$ cat src/rtl/clock_time_ctrl_if.sv
// Button inputs and time/display outputs of the clock time-keeping controller.
// The controller uses the slave view; whatever drives the buttons uses the master view.
interface clock_time_ctrl_if;
    logic       btn_mode;
    logic       btn_inc;
    logic [7:0] sec_bcd;
    logic [7:0] min_bcd;
    logic [7:0] hour_bcd;
    logic [1:0] mode;
    logic       blink;
    logic       hour_chime;

    modport slave (
        input  btn_mode,
        input  btn_inc,
        output sec_bcd,
        output min_bcd,
        output hour_bcd,
        output mode,
        output blink,
        output hour_chime
    );

    modport master (
        output btn_mode,
        output btn_inc,
        input  sec_bcd,
        input  min_bcd,
        input  hour_bcd,
        input  mode,
        input  blink,
        input  hour_chime
    );
endinterface

$ cat src/rtl/clock_time_ctrl.sv
// BCD time-of-day keeper with 1 Hz prescaler, hour/minute set mode FSM,
// set-field blink and hour chime.  All outputs come straight from flops.
//
//   state   | meaning
//   --------+--------------------------------------------------------
//   RUN     | time advances once per TICKS_PER_SEC cycles, chime on xx:00:00
//   SET_HR  | time paused, inc event bumps hours mod 24, blink active
//   SET_MIN | time paused, inc event bumps minutes mod 60, blink active
module clock_time_ctrl #(
    parameter int TICKS_PER_SEC = 50_000_000
) (
    input  logic              clk,
    input  logic              reset,
    clock_time_ctrl_if.slave  bus
);

    localparam int HALF_SEC = TICKS_PER_SEC / 2;
    localparam int PRE_W    = $clog2(TICKS_PER_SEC);
    localparam int BLK_W    = (HALF_SEC > 1) ? $clog2(HALF_SEC) : 1;

    localparam logic [PRE_W-1:0] PRE_LAST = PRE_W'(TICKS_PER_SEC - 1);
    localparam logic [BLK_W-1:0] BLK_LAST = BLK_W'(HALF_SEC - 1);

    typedef enum logic [1:0] {
        RUN     = 2'b00,
        SET_HR  = 2'b01,
        SET_MIN = 2'b10
    } state_t;

    state_t             state_q, state_d;
    logic [7:0]         sec_q, sec_d;
    logic [7:0]         min_q, min_d;
    logic [7:0]         hour_q, hour_d;
    logic [PRE_W-1:0]   prescaler_q, prescaler_d;
    logic [BLK_W-1:0]   blink_cnt_q, blink_cnt_d;
    logic               blink_q, blink_d;
    logic               chime_q, chime_d;
    logic               btn_mode_prev_q, btn_mode_prev_d;
    logic               btn_inc_prev_q, btn_inc_prev_d;

    logic               mode_evt;
    logic               inc_evt;
    logic               tick;
    logic [8:0]         sec_inc;
    logic [8:0]         min_inc;
    logic [8:0]         hour_inc;

    // Returns {wrapped, next_value}; wraps to 00 after 'last'.
    function automatic logic [8:0] bcd_inc(input logic [7:0] v, input logic [7:0] last);
        logic [8:0] r;
        if (v == last) begin
            r = {1'b1, 8'h00};
        end else if (v[3:0] == 4'd9) begin
            r = {1'b0, v[7:4] + 4'd1, 4'd0};
        end else begin
            r = {1'b0, v[7:4], v[3:0] + 4'd1};
        end
        return r;
    endfunction

    always_comb begin
        mode_evt = bus.btn_mode & ~btn_mode_prev_q;
        inc_evt  = bus.btn_inc & ~btn_inc_prev_q & ~mode_evt;
        tick     = (state_q == RUN) && (prescaler_q == PRE_LAST);
        sec_inc  = bcd_inc(sec_q, 8'h59);
        min_inc  = bcd_inc(min_q, 8'h59);
        hour_inc = bcd_inc(hour_q, 8'h23);
    end

    always_comb begin
        state_d         = state_q;
        sec_d           = sec_q;
        min_d           = min_q;
        hour_d          = hour_q;
        prescaler_d     = prescaler_q;
        blink_cnt_d     = blink_cnt_q;
        blink_d         = blink_q;
        chime_d         = 1'b0;
        btn_mode_prev_d = bus.btn_mode;
        btn_inc_prev_d  = bus.btn_inc;

        case (state_q)
            RUN: begin
                blink_d     = 1'b0;
                blink_cnt_d = '0;
                if (tick) begin
                    prescaler_d = '0;
                    sec_d       = sec_inc[7:0];
                    if (sec_inc[8]) begin
                        min_d = min_inc[7:0];
                        if (min_inc[8]) begin
                            hour_d = hour_inc[7:0];
                        end
                    end
                    chime_d = sec_inc[8] & min_inc[8];
                end else begin
                    prescaler_d = prescaler_q + 1'b1;
                end
                if (mode_evt) begin
                    state_d     = SET_HR;
                    prescaler_d = '0;
                end
            end
            SET_HR: begin
                prescaler_d = '0;
                if (mode_evt) begin
                    state_d = SET_MIN;
                end else if (inc_evt) begin
                    hour_d = hour_inc[7:0];
                end
            end
            SET_MIN: begin
                prescaler_d = '0;
                if (mode_evt) begin
                    state_d = RUN;
                    sec_d   = 8'h00;
                end else if (inc_evt) begin
                    min_d = min_inc[7:0];
                end
            end
            default: begin
                state_d     = RUN;
                prescaler_d = '0;
            end
        endcase

        // Every mode entry restarts the blink phase with the field visible.
        if (state_q != RUN) begin
            if (mode_evt) begin
                blink_d     = 1'b0;
                blink_cnt_d = '0;
            end else if (blink_cnt_q == BLK_LAST) begin
                blink_d     = ~blink_q;
                blink_cnt_d = '0;
            end else begin
                blink_cnt_d = blink_cnt_q + 1'b1;
            end
        end
    end

    always_ff @(posedge clk or posedge reset) begin
        if (reset) begin
            state_q         <= RUN;
            sec_q           <= 8'h00;
            min_q           <= 8'h00;
            hour_q          <= 8'h00;
            prescaler_q     <= '0;
            blink_cnt_q     <= '0;
            blink_q         <= 1'b0;
            chime_q         <= 1'b0;
            btn_mode_prev_q <= 1'b0;
            btn_inc_prev_q  <= 1'b0;
        end else begin
            state_q         <= state_d;
            sec_q           <= sec_d;
            min_q           <= min_d;
            hour_q          <= hour_d;
            prescaler_q     <= prescaler_d;
            blink_cnt_q     <= blink_cnt_d;
            blink_q         <= blink_d;
            chime_q         <= chime_d;
            btn_mode_prev_q <= btn_mode_prev_d;
            btn_inc_prev_q  <= btn_inc_prev_d;
        end
    end

    assign bus.sec_bcd    = sec_q;
    assign bus.min_bcd    = min_q;
    assign bus.hour_bcd   = hour_q;
    assign bus.mode       = state_q;
    assign bus.blink      = blink_q;
    assign bus.hour_chime = chime_q;

endmodule
$ cat src/flat_wrapper.sv
// flat-port wrapper written by rule: the top's interface ports become plain ports
module clock_time_ctrl_flat 
#(
    parameter int TICKS_PER_SEC = 50_000_000
)
  (clk, reset, bus_btn_mode, bus_btn_inc, bus_sec_bcd, bus_min_bcd, bus_hour_bcd, bus_mode, bus_blink, bus_hour_chime);
  clock_time_ctrl_if bus_i ();
  input  logic clk;
  input  logic reset;
  input wire logic [$bits(bus_i.btn_mode)-1:0] bus_btn_mode;
  input wire logic [$bits(bus_i.btn_inc)-1:0] bus_btn_inc;
  output wire logic [$bits(bus_i.sec_bcd)-1:0] bus_sec_bcd;
  output wire logic [$bits(bus_i.min_bcd)-1:0] bus_min_bcd;
  output wire logic [$bits(bus_i.hour_bcd)-1:0] bus_hour_bcd;
  output wire logic [$bits(bus_i.mode)-1:0] bus_mode;
  output wire logic [$bits(bus_i.blink)-1:0] bus_blink;
  output wire logic [$bits(bus_i.hour_chime)-1:0] bus_hour_chime;
  assign bus_i.btn_mode = bus_btn_mode;
  assign bus_i.btn_inc = bus_btn_inc;
  assign bus_sec_bcd = bus_i.sec_bcd;
  assign bus_min_bcd = bus_i.min_bcd;
  assign bus_hour_bcd = bus_i.hour_bcd;
  assign bus_mode = bus_i.mode;
  assign bus_blink = bus_i.blink;
  assign bus_hour_chime = bus_i.hour_chime;
  clock_time_ctrl #(.TICKS_PER_SEC(TICKS_PER_SEC)) u_core (.clk(clk), .reset(reset), .bus(bus_i));
endmodule
$ cat config.mk
export PLATFORM = sky130hd
export DESIGN_NAME = clock_time_ctrl_flat
export DESIGN_NICKNAME = d
export VERILOG_FILES = /design/src/rtl/clock_time_ctrl_if.sv /design/src/rtl/clock_time_ctrl.sv /design/src/flat_wrapper.sv
export SDC_FILE = /design/constraint.sdc
export NUM_CORES = 1
export LEC_CHECK = 0
export CORE_UTILIZATION = 63
export DETAILED_ROUTE_END_ITERATION = 16
export GPL_ROUTABILITY_DRIVEN = 0
export PLACE_DENSITY = 0.92
export SLEW_MARGIN = 30
export SYNTH_ARGS = -nofsm -noshare
export SYNTH_HDL_FRONTEND = slang
export SYNTH_SLANG_ARGS = --single-unit
$ cat constraint.sdc
create_clock -name clk -period 6.5 [get_ports clk]
set_input_delay 1.3 -clock clk [delete_from_list [all_inputs] [get_ports clk]]
set_output_delay 1.3 -clock clk [all_outputs]
set_load 0.005 [all_outputs]
==> flow_summary.toml <==
[yosys]
area_share_of_and_or_nand_nor_cells_after_synthesis = 0.268
complex_gate_fraction_of_the_synthesized_area = 0.0646
async_flop_share = 1.00
syn_nets = 453
avgSynthCellArea_um2 = 9.84
ys.flop_type = "sky130_fd_sc_hd__dfrtp_1"
netlist.area_leader.share = 0.474
synth_area_leader_cell = "sky130_fd_sc_hd__dfrtp_1"
synthTopCellsByArea = "sky130_fd_sc_hd__dfrtp_1 47%, sky130_fd_sc_hd__nor2_1 6.9%, sky130_fd_sc_hd__xnor2_1 5.3%, sky130_fd_sc_hd__xor2_1 4.7%, sky130_fd_sc_hd__ha_1 4.1%"
post_synth_xor_area_fraction = 0.100
synth.yosys.warnings = 0
yosys.area_share.adder = 0.0409
synth_top_family_by_area = "simple AND/OR/NAND/NOR gates"
synth.cell_area_um2 = 4280
post_synth_inst_count = 435
synth.area.mux_share = 0.0310
synth.ff_latch_count = 81
yosys.cell_types.count = 55
synth_enable_flop_cells = 0
synth.yosys.seq_area_share = 0.474

[layout]
syn_to_final_growth_pct = 13.8
layout.nets = 488
drive_gt1_frac = 0.0737
antenna-diode-count = 0
final_core_density = 0.754
layout.filler_cells = 444

[clock_network]
clockBufferDepth = 2
clkLatencyLatePin_ns = 0.36
cts_root_buf = "sky130_fd_sc_hd__clkbuf_8"
cts.hold.buffers_added = 0
post_cts_resize_count = 0
cts_post_setup_buffers_inserted = 0
clock_sink_count = 81
tritoncts = "built"
cts_h_tree_depth = 3
numCtsBuffers = 9
worst_setup_hold_path_clk_slew_ns = 0.09

[detailed_routing]
detail-route-antenna-nets = 0
route.vias.total = 3350
dr.pass1.iters = 11
route.detailed.drc = 4
routed_wire_length_per_instance_um = 16.0
wirelength_mm = 8.84
first_iter_violations = 172
route.detailed.vias_per_inst = 6.07

[global_routing]
globalRoute.totalOverflow = 0
number_of_global_route_vias_before_repair = 3314
grt_first_pass_wirelength_mm = 14.8
globalRouteTotalUtil = 0.264
pin_count_of_the_biggest_net_entering_global_routing = 82
antenna_found_initial = 0

[pwr]
power_report.internal_total_w = 0.000900
pwr-share-comb = 0.231
switching_share_of_power = 0.326
power_frac_clock = 0.275
pwr-share-seq = 0.494
p_sw_w = 0.000434
power.density_cell_area_nw_per_um2 = 274
p_leak_nw = 1.98
peakVddDrop_mv = 0.236

[die]
pin_count = 32
coreArea_um2 = 6460
initial_core_util = 0.663
die-area_um2 = 7130
fp.dieH_um = 84.4
floorplan.rows = 29
die_width_um = 84.4

[sta]
max_slew.worst_pin.slew_ns = 0.888
timing.final.ws_setup_ns = 3.39
period_share = 0.478
slew_violations = 0
final_setup_violation_count = 0
fin_setup_tns_ns = 0
finalClockSkew_ns = 0.0146
max_clock_freq_ghz = 0.322
setup_repair_after_global_routing_missed_its_margin = "no"
final_hold_viol_count = 0
slew_headroom = 0.403
post-route-min-period_ns = 3.11

[min_path]
hold_class = "flop to flop"

[setup_path]
cp_cell_sequence = "clkdlybuf4s50_1"
crit_arrival_ns = 1.81
required_worst_endpoint_ns = 5.20
critical_path_peak_fanout = 20
crit_buf_inv = 1
crit_type = "flop to output pin"
critical-path-slowest-cell = "sky130_fd_sc_hd__dfrtp_1"
startpoint_type_of_the_worst_setup_path = "flop"
cpPeakStageDelay_ns = 0.82
cell_class_contributing_the_biggest_share_of_worst_path_delay = "flip-flops"
setup.worst_path.end_class = "output pin"

[place]
place.port_buffers = 31
place.detailed.hpwl_mm = 6.11
post-place-ws_ns = 3.16

[flow_run]
maxCapViolCount = 0

[outcome]
failed_checks = "DRC"
status = "finished, violations left"
-- per-stage QoR --
stage	std cells	instance area [um^2]	hold WS, ns	power [W]
after floorplan	435	4280	0.455	0.000826
after global placement	536	4660	0.474	0.000950
after detailed placement	536	4660	0.485	0.000970
after CTS	552	4860	0.502	0.00134
after global routing	552	4870	0.505	0.00141
final	552	4870	0.498	0.00133
-- cell usage after synthesis, drive strengths merged (5+ instances only) --
| library cell | n |
|---|---|
| xnor2 | 26 |
| nand4 | 13 |
| nand3b | 6 |
| nor3 | 8 |
| or4 | 5 |
| nor4 | 13 |
| inv | 16 |
| nand2b | 5 |
| xor2 | 23 |
| nand3 | 30 |
| ha | 14 |
| dfrtp | 81 |
| nand2 | 28 |
| nor2 | 79 |
| mux2 | 10 |
| and3 | 6 |
| clkbuf | 8 |
| a21oi | 10 |
-- cell families after synthesis --
| group | Yosys count |
|---|---|
| and+or+nand+nor | 218 |
| DFF | 81 |
| xor gates and xnor gates | 49 |
| AOI/OAI and AO/OA | 37 |
| buffers and inverters | 24 |
| adders and majority gates | 14 |
| muxes | 12 |
-- cell type report --
class	instances	area [um^2]	area share
Multi-Input combinational cell	330	2170	0.445
Sequential cell	81	2030	0.416
Timing Repair Buffer	32	322	0.0660
Clock buffer	11	141	0.0290
Tap cell	77	96.3	0.0198
Inverter	16	60.1	0.0123
Clock inverter	5	55.1	0.0113
-- state kept, by name (all words and copies together), names as in the netlist --
signal                  count
u_core.bus.hour_bcd         8
u_core.btn_inc_prev_q       1
u_core.bus.sec_bcd          8
u_core.bus.mode             2
u_core.prescaler_q         26
u_core.blink_cnt_q         25
u_core.btn_mode_prev_q      1
u_core.bus.min_bcd          8
u_core.bus.hour_chime       1
u_core.bus.blink            1
-- power groups by stage --
stage | Combinational, W | Clock [W] | Sequential, W
floorplan | 0.000196 | 0 | 0.000630
global placement | 0.000291 | 0 | 0.000659
detailed placement | 0.000305 | 0 | 0.000665
CTS | 0.000309 | 0.000376 | 0.000656
global route | 0.000341 | 0.000393 | 0.000671
finish | 0.000308 | 0.000367 | 0.000659
-- layer usage --
layer | track usage | vias to the layer above | wire length (um)
li1 | - | 1597 | -
met4 | 0.140 | 0 | 201
met2 | 0.434 | 79 | 4320
met1 | 0.337 | 1656 | 3960
met5 | 0 | - | 0
met3 | 0.0472 | 18 | 361
-- cell usage in the layout, fill, tap and decap left out, drive strengths merged, types with 8 or more instances in the layout --
master / synthesis / routed
ha: 14 / 14
dfrtp: 81 / 81
nor3: 8 / 8
nand3: 30 / 30
nand2: 28 / 28
inv: 16 / 16
xor2: 23 / 23
mux2: 10 / 10
clkbuf: 8 / 11
xnor2: 26 / 26
nor4: 13 / 13
clkdlybuf4s50: 0 / 31
a21oi: 10 / 10
nand4: 13 / 13
nor2: 79 / 79
-- final timing paths --
| path | from | endpoint | slack, ns | depth (start not counted) |
|---|---|---|---|---|
| max in group asynchronous | reset | u_core.prescaler_q[20]$_DFF_PP0_ | 4.54 | 3 |
| max reg2reg | u_core.prescaler_q[0]$_DFF_PP0_ | u_core.bus.hour_bcd[2]$_DFFE_PP0P_ | 3.57 | 6 |
| min in group asynchronous | reset | u_core.prescaler_q[23]$_DFF_PP0_ | 1.42 | 3 |
| min reg2reg | u_core.bus.hour_bcd[7]$_DFFE_PP0P_ | u_core.bus.hour_bcd[7]$_DFFE_PP0P_ | 0.50 | 1 |
| max | u_core.bus.mode[0]$_DFFE_PP0P_ | bus_mode[0] | 3.39 | 1 |
| min | u_core.bus.hour_bcd[7]$_DFFE_PP0P_ | u_core.bus.hour_bcd[7]$_DFFE_PP0P_ | 0.50 | 1 |
(Power assumes the default switching activity.)
